==> config.mk <==
export PLATFORM = sky130hd
export DESIGN_NAME = iterative_muldiv_hilo
export DESIGN_NICKNAME = d
export VERILOG_FILES = /design/src/rtl/iterative_muldiv_hilo.sv
export SDC_FILE = /design/constraint.sdc
export NUM_CORES = 1
export LEC_CHECK = 0
export CAP_MARGIN = 5
export CORE_UTILIZATION = 50
export DETAILED_ROUTE_END_ITERATION = 8
export PLACE_DENSITY = 0.71
export SETUP_SLACK_MARGIN = 0.2
export SLEW_MARGIN = 10
export SYNTH_ARGS = -nofsm -noshare
export SYNTH_HDL_FRONTEND = slang
export SYNTH_SLANG_ARGS = --single-unit
==> constraint.sdc <==
create_clock -name clk -period 4.5 [get_ports clk]
set_input_delay 0.9 -clock clk [delete_from_list [all_inputs] [get_ports clk]]
set_output_delay 0.9 -clock clk [all_outputs]
set_load 0.02 [all_outputs]
==> src/rtl/iterative_muldiv_hilo.sv <==
// iterative_muldiv_hilo: 32-step shift-add multiplier / restoring divider owning HI/LO
module iterative_muldiv_hilo (
  input  logic        clk,
  input  logic        rst,
  input  logic        start,
  input  logic [1:0]  op,
  input  logic [31:0] a,
  input  logic [31:0] b,
  input  logic        cancel,
  input  logic        mthi,
  input  logic        mtlo,
  input  logic [31:0] wdata,
  output logic        busy,
  output logic        done,
  output logic [31:0] hi,
  output logic [31:0] lo
);
  typedef enum logic [1:0] {IDLE, RUN, FIX} state_t;
  state_t      r_state, w_next;
  logic [4:0]  r_cnt;
  logic [1:0]  r_op;
  logic [63:0] r_acc;
  logic [31:0] r_m, r_a, r_hi, r_lo;
  logic        r_sq, r_sr, r_done;
  logic        w_accept, w_ge, w_dz, w_signed;
  logic [31:0] w_abs_a, w_abs_b, w_rnew, w_q, w_r, w_hi_fix, w_lo_fix;
  logic [32:0] w_madd, w_rsh, w_rsub;
  logic [63:0] w_mstep, w_dstep, w_prod;
  assign w_accept = (r_state == IDLE) && start && !cancel;
  assign w_abs_a  = (!op[0] && a[31]) ? -a : a;
  assign w_abs_b  = (!op[0] && b[31]) ? -b : b;
  // multiply: r_acc = {partial product, remaining multiplier}, r_m = multiplicand
  assign w_madd   = {1'b0, r_acc[63:32]} + {1'b0, r_m};
  assign w_mstep  = r_acc[0] ? {w_madd, r_acc[31:1]} : {1'b0, r_acc[63:1]};
  // divide: r_acc = {remainder, dividend/quotient}, r_m = divisor
  assign w_rsh    = r_acc[63:31];
  assign w_rsub   = w_rsh - {1'b0, r_m};
  assign w_ge     = w_rsh >= {1'b0, r_m};
  assign w_rnew   = w_ge ? w_rsub[31:0] : w_rsh[31:0];
  assign w_dstep  = {w_rnew, r_acc[30:0], w_ge};
  assign w_signed = !r_op[0];
  assign w_prod   = (w_signed && r_sq) ? -r_acc : r_acc;
  assign w_q      = (w_signed && r_sq) ? -r_acc[31:0] : r_acc[31:0];
  assign w_r      = (w_signed && r_sr) ? -r_acc[63:32] : r_acc[63:32];
  assign w_dz     = r_m == 32'd0;
  assign w_hi_fix = !r_op[1] ? w_prod[63:32] : w_dz ? r_a : w_r;
  assign w_lo_fix = !r_op[1] ? w_prod[31:0] : w_dz ? 32'hFFFF_FFFF : w_q;
  always_comb begin
    w_next = r_state;
    w_next = (r_state == IDLE) ? (w_accept ? RUN : IDLE) :
             cancel ? IDLE :
             (r_state == RUN) ? ((r_cnt == 5'd31) ? FIX : RUN) : IDLE;
  end
  always_ff @(posedge clk) begin
    if (rst) begin
      r_state <= IDLE;
      r_cnt   <= '0;
      r_op    <= '0;
      r_acc   <= '0;
      r_m     <= '0;
      r_a     <= '0;
      r_hi    <= '0;
      r_lo    <= '0;
      r_sq    <= 1'b0;
      r_sr    <= 1'b0;
      r_done  <= 1'b0;
    end else begin
      r_state <= w_next;
      r_done  <= (r_state == FIX) && !cancel;
      if (w_accept) begin
        r_op  <= op;
        r_cnt <= '0;
        r_m   <= op[1] ? w_abs_b : w_abs_a;
        r_acc <= {32'd0, op[1] ? w_abs_a : w_abs_b};
        r_a   <= a;
        r_sq  <= a[31] ^ b[31];
        r_sr  <= a[31];
      end else if (r_state == RUN) begin
        r_cnt <= r_cnt + 5'd1;
        r_acc <= r_op[1] ? w_dstep : w_mstep;
      end
      if ((r_state == FIX) && !cancel) begin
        r_hi <= w_hi_fix;
        r_lo <= w_lo_fix;
      end else if ((r_state == IDLE) && !start) begin
        if (mthi) r_hi <= wdata;
        if (mtlo) r_lo <= wdata;
      end
    end
  end
  assign busy = r_state != IDLE;
  assign done = r_done;
  assign hi   = r_hi;
  assign lo   = r_lo;
endmodule
======== Word level (Yosys, flattened, before mapping) ========
Index checks and enable logic that the tools add are counted.
operators by class
  add/subtract/negate cells ............... 8
  magnitude comparators ................... 1
  equal/unequal tests ..................... 3
  multiplexer cells ....................... 27
  bitwise gates (word level) .............. 1
  reductions and logical operators ........ 22
operators with widths
  cell                                                                   number
  32-bit two-way mux                                                     19
  64-bit two-way mux                                                     3
  32-bit negator                                                         4
  64-bit negator                                                         1
  32-bit by 32-bit adder with 33-bit output                              1
  33-bit by 32-bit greater-or-equal comparator with 1-bit output         1
  32-bit zero test                                                       1
  32-bit subtractor                                                      1
  2-bit nonzero test                                                     5
  1-bit logical AND                                                      8
  2-bit two-way mux                                                      4
  5-bit by 1-bit adder with 5-bit output, second input constant          1
  5-bit equality test, second input constant                             1
  1-bit zero test                                                        4
  2-bit AND reduction                                                    2
  2-bit by 1-bit equality test with 1-bit output, second input constant  1
  2-bit equality test, second input constant                             1
  2-bit zero test                                                        1
  2-bit OR reduction                                                     1
  1-bit two-way mux                                                      1
  1-bit bitwise XOR                                                      1
word-level totals
  register bits ........................... 204
  bits of input ports ..................... 104
  output and inout port bits .............. 66
  logic and storage cells ................. 74

======== Longest topological paths before layout ========
Gate-level depths: netlist of the first run.
  depth after elaboration ................. 6
  mapped depth ............................ 13

======== Least setup slack after synthesis of the first run ========
No wires, ideal clock.
  path kind ............................... input to register
  from .................................... input a[14]
  to ...................................... register r_acc[30]
  setup time .............................. 0.114 ns
  data arrival time ....................... 3.185 ns
  path slack .............................. 1.201 ns
  cell stages on the path ................. 8
  path buffers ............................ 0
  cells stage by stage .................... or4_1 > or4_1 > nor3_2 > nand2_1 > o41ai_2 > xnor2_1 > a211oi_1 > a2111oi_0
between the ends
  cells in the longest elaborated chain, start to end .. 4
ends and longest elaborated chain
  element               RTL line  source
  from (decl)           7         input logic [31:0] a,
  32-bit negator        30        assign w_abs_a = (!op[0] && a[31]) ? -a : a;
  32-bit two-way mux    30
  32-bit two-way mux    74        r_acc <= {32'd0, op[1] ? w_abs_a : w_abs_b};
  32-bit two-way mux    70        if (w_accept) begin
  to (signal assigned)  74
  to (signal assigned)  80        r_acc <= r_op[1] ? w_dstep : w_mstep;
  to (decl)             22        logic [63:0] r_acc;
No other way between the ends.
A chain may end at the register's enable or synchronous reset.

======== Worst setup path after layout of the first run ========
  from .................................... register r_acc[41]
  to ...................................... register r_acc[53]
between the ends
  cells in the longest elaborated chain, start to end .. 3
ends and longest elaborated chain
  element                                                            RTL line  source
  32-bit by 32-bit adder with 33-bit output (tied with other cells)  33        assign w_madd = {1'b0, r_acc[63:32]} + {1'b0, r_m};
  64-bit two-way mux or 32-bit two-way mux (tied branches)           34, 39
  64-bit two-way mux *                                               80
Every way passes the cells marked *; elsewhere a longest branch is shown, timed or not.

==> results.md, run 1 <==
- CP max stage delay: 0.63 ns
- Antenna violations before repair: 3
- First-pass GRT wire length: 102 mm
- #FFs+latches synth: 203
- Startpoint types: register
- DR vias: 18,500
- Fin cells: 2,849
- Hold buffers post-CTS: 0
- DP HPWL: 52.3 mm
- Skew final: 0.00960 ns
- Vias in the first global route: 16,900
- Number of synthesized flops with an enable pin: 0
- Total GRT Usage: 0.376
- Worst hold slack: 0.456 ns
- Crit path time final: 3.84 ns
- Reg2Reg Capture Point: r_acc[53]$_SDFFE_PP0P_
- Ys flop type: dfxtp_1
- Switch share: 0.355
- # IOs: 170
- Row count: 67
- Number of H-tree levels: 1
- WL final: 68.2 mm
- Synth warn: 0
- Worst min path class: reg -> reg
- Critical path endpoint category: register
- CP arrival: 4.24 ns
- Max cap viols: 0
- Worst VDD drop: 0.000248 V
- GR Overflow Total: 0
- Sequential share of power: 0.336
- Worst reg2reg startpoint: r_acc[41]$_SDFFE_PP0P_
- Hold Path End: r_a[21]$_SDFFE_PP0P_
- Net Count, Synth: 2,486
- Worst EP required: 4.90 ns
- Syn avg cell area: 7.43 sq um
- Die area: 0.0351 sq mm
- Number of routed nets with antenna violations: 0
- Seq/Total Area, Yosys: 0.237
- CTS Buffer Depth: 3
- Buf/Inv on CP: 1
- Syn Inst Count: 2,310
- Largest net degree at the start of global routing: 84
- Synth Cell Area: 0.0172 sq mm
- Fraction of registers with async set/reset: 0
- Vias per cell: 6.48
- Synth Area in Simple Gates: 0.195
- PwrDens: 304 mW/mm^2
- Leakage: 7.76 nW
- Setup Fix Bufs, Post-CTS: 0
- Max-slew headroom at the worst pin: 0.356
- Root Buffer: clkbuf_16
- F_max: 261 MHz
- Routed WL per cell: 23.9 microns
- Total inserted antenna cells: 0
- Fraction of layout cells with a size suffix above 1: 0.0625
- Final Max Tran Viols: 0
- Post-CTS Resized: 0
- Die X: 187 microns
- Setup TNS: 0 ns
- CTS Sinks: 203
- Tcrit/Tclk final: 0.853
- Crit Path Max Fanout: 11
- R2r worst-path depth: 11
- Drt pass-1 iters: 7
- Critical path type: reg -> reg
- DRC errors left: 0
- DP Cell Count: 2,807
- TritonCTS Buffers: 24
- Slew @ Worst Pin: 0.964 ns
- R2R setup slack: 0.66 ns
- Slowest cell on crit path: dfxtp_1
- Die height: 187 microns
- Drt initial violations: 2,211
- Core box area: 0.0336 sq mm
- Status: finished clean
- Post-Synth Adder-Cell Area: 0.0534
- Switch Pwr: 2.16 mW
- Critical Path, Cell by Cell: ha_1 > a21o_1 > a311o_1 > a31oi_1 > nor2_1 > nor3_1 > o41ai_4 > buf_4 > o31a_1 > a211oi_1 > nor3_1
- Area grow syn2layout: 16.8%
- Clk_lat worst skew: 0.53 ns
- Synth cell types: 83
- GP Congestion: 1.03
- Hold_sp: r_a[21]$_SDFFE_PP0P_
- RSZ-0062 raised after global routing: no
- Synth Area in Compound Gates: 0.288
- Gate power share: 0.316
- Main combinational cell family by area after synthesis: compound AO/OA/AOI/OAI gates
- Fin nets: 2,561
- Final hold viol count: 0
- Critical path's top delay family: compound AO/OA/AOI/OAI gates
- Final setup vio count: 0
- Finished Cell Area: 0.0200 sq mm
- Initial Util: 0.510
- Most used cell, CP: nor3_1
- Xor and xnor fraction of the mapped netlist area: 0.0985
- Multiplexer area fraction after synthesis: 0.0710
- Worst hold path cell count: 2
- Fin util: 0.596
- PortBufs: 169
- Clk pwr share: 0.349
- Int Power: 3.94 mW
- CTS tree: yes
- Reg clk slew, reported paths: 0.06 ns
- Dpl cell area: 0.0192 sq mm
==> worst max-delay path by stage <==
stage                                start                     end  slack [ns]  cells past startpoint
floorplan                            a[14]  r_acc[30]$_SDFFE_PP0P_        1.20                      8
global placement                     a[10]  r_acc[30]$_SDFFE_PP0P_        0.33                      9
detailed placement                   a[10]  r_acc[30]$_SDFFE_PP0P_        0.27                      9
CTS                 r_acc[43]$_SDFFE_PP0P_  r_acc[41]$_SDFFE_PP0P_        0.78                     11
global route        r_acc[43]$_SDFFE_PP0P_  r_acc[41]$_SDFFE_PP0P_        0.45                     11
finish              r_acc[41]$_SDFFE_PP0P_  r_acc[53]$_SDFFE_PP0P_        0.66                     11
==> layout by cell type, fill, tap and decap left out, types with 25 or more instances in the layout <==
cell | synthesis | routed
xor2_1 | 93 | 93
o211ai_1 | 72 | 72
clkdlybuf4s50_1 | 0 | 167
nor2_1 | 189 | 189
xnor2_1 | 100 | 100
mux2i_1 | 116 | 116
ha_1 | 70 | 70
buf_4 | 3 | 70
dfxtp_1 | 203 | 202
inv_1 | 63 | 63
a21oi_1 | 252 | 251
o31ai_1 | 25 | 25
nand2_1 | 254 | 254
nor3_1 | 47 | 47
a211oi_1 | 87 | 87
o21ai_0 | 115 | 115
a21o_1 | 38 | 38
a221oi_1 | 37 | 37
nand3_1 | 36 | 36
clkbuf_16 | 0 | 25
==> metal layers <==
metal / track usage / part of all wire / vias to the layer above
li1: - / - / 8571
met1: 0.514 / 0.41 / 8742
met2: 0.565 / 0.43 / 996
met3: 0.0677 / 0.10 / 159
met4: 0.185 / 0.055 / 6
met5: 0 / 0.00062 / -
==> layout make-up <==
type / instances / area (sq um)
tap: 448 / 561
clock inverter: 9 / 154
multi-input combinational: 1853 / 12100
inverter: 65 / 244
fill: 3080 / 13600
sequential: 203 / 4070
timing repair buffer: 238 / 2200
clock buffer: 33 / 686
==> cells in the mapped netlist (10+ instances only) <==
cell / count / share of area
a211oi_1: 87 / 0.038
a21o_1: 38 / 0.017
a21oi_1: 252 / 0.074
a221oi_1: 37 / 0.019
a31oi_1: 23 / 0.0084
and2_1: 15 / 0.0055
and3_1: 13 / 0.0047
buf_1: 15 / 0.0033
clkbuf_1: 162 / 0.035
dfxtp_1: 203 / 0.24
ha_1: 70 / 0.051
inv_1: 63 / 0.014
mux2i_1: 116 / 0.068
nand2_1: 254 / 0.056
nand2b_1: 22 / 0.0080
nand3_1: 36 / 0.011
nand4_1: 12 / 0.0044
nor2_1: 189 / 0.041
nor2b_1: 24 / 0.0088
nor3_1: 47 / 0.014
nor4_1: 24 / 0.0088
o211ai_1: 72 / 0.032
o21a_1: 11 / 0.0048
o21ai_0: 115 / 0.034
o21bai_1: 11 / 0.0048
o31ai_1: 25 / 0.011
or3_1: 21 / 0.0077
or4_1: 10 / 0.0044
xnor2_1: 100 / 0.051
xor2_1: 93 / 0.047
==> worst min-delay path, cell delays in order (launching register included) <==
cell and delay [ns]:
dfxtp_1 0.30, nand2_1 0.05, a21oi_1 0.05
==> flip-flops by register name (all words and copies together) (netlist names) <==
name,cells
r_a,32
r_cnt,5
hi,32
r_acc,64
r_m,32
done,1
r_state,2
r_sq,1
r_op,2
lo,32
==> power by group through the flow <==
stage	clock network (mW)	logic, mW	registers (mW)
after CTS	2.14	1.88	2.04
after floorplan	0	1.25	2.02
final	2.13	1.93	2.05
after global routing	2.20	2.07	2.05
after detailed placement	0	1.87	2.08
after global placement	0	1.86	2.07
==> through the flow <==
| stage | total power, mW | setup WS [ns] |
|---|---|---|
| after floorplan | 3.28 | 1.20 |
| after global placement | 3.93 | 0.331 |
| after detailed placement | 3.94 | 0.269 |
| after CTS | 6.06 | 0.776 |
| after global routing | 6.32 | 0.448 |
| final | 6.10 | 0.661 |
==> cell families (layout without fill, tap and decap cells) <==
| family | count (synthesis) | in the layout |
|---|---|---|
| AOI/OAI and AO/OA | 758 | 758 |
| xor gates and xnor gates | 193 | 193 |
| adders and majority gates | 72 | 72 |
| buffers and inverters | 254 | 345 |
| DFF | 203 | 203 |
| muxes | 121 | 121 |
| and+or+nand+nor | 709 | 709 |
Power figures use the tool's default switching activity.
==> inputs of run 2 (changes only) <==
--- a/constraint.sdc
+++ b/constraint.sdc
@@ -3,2 +3,2 @@
 set_output_delay 0.9 -clock clk [all_outputs]
-set_load 0.02 [all_outputs]
+set_load 0.005 [all_outputs]
==> results of run 2 <==
The final DEF is identical to that of run 1. Status: finished clean.
Among the figures that moved: total power 6.10 mW -> 6.07 mW
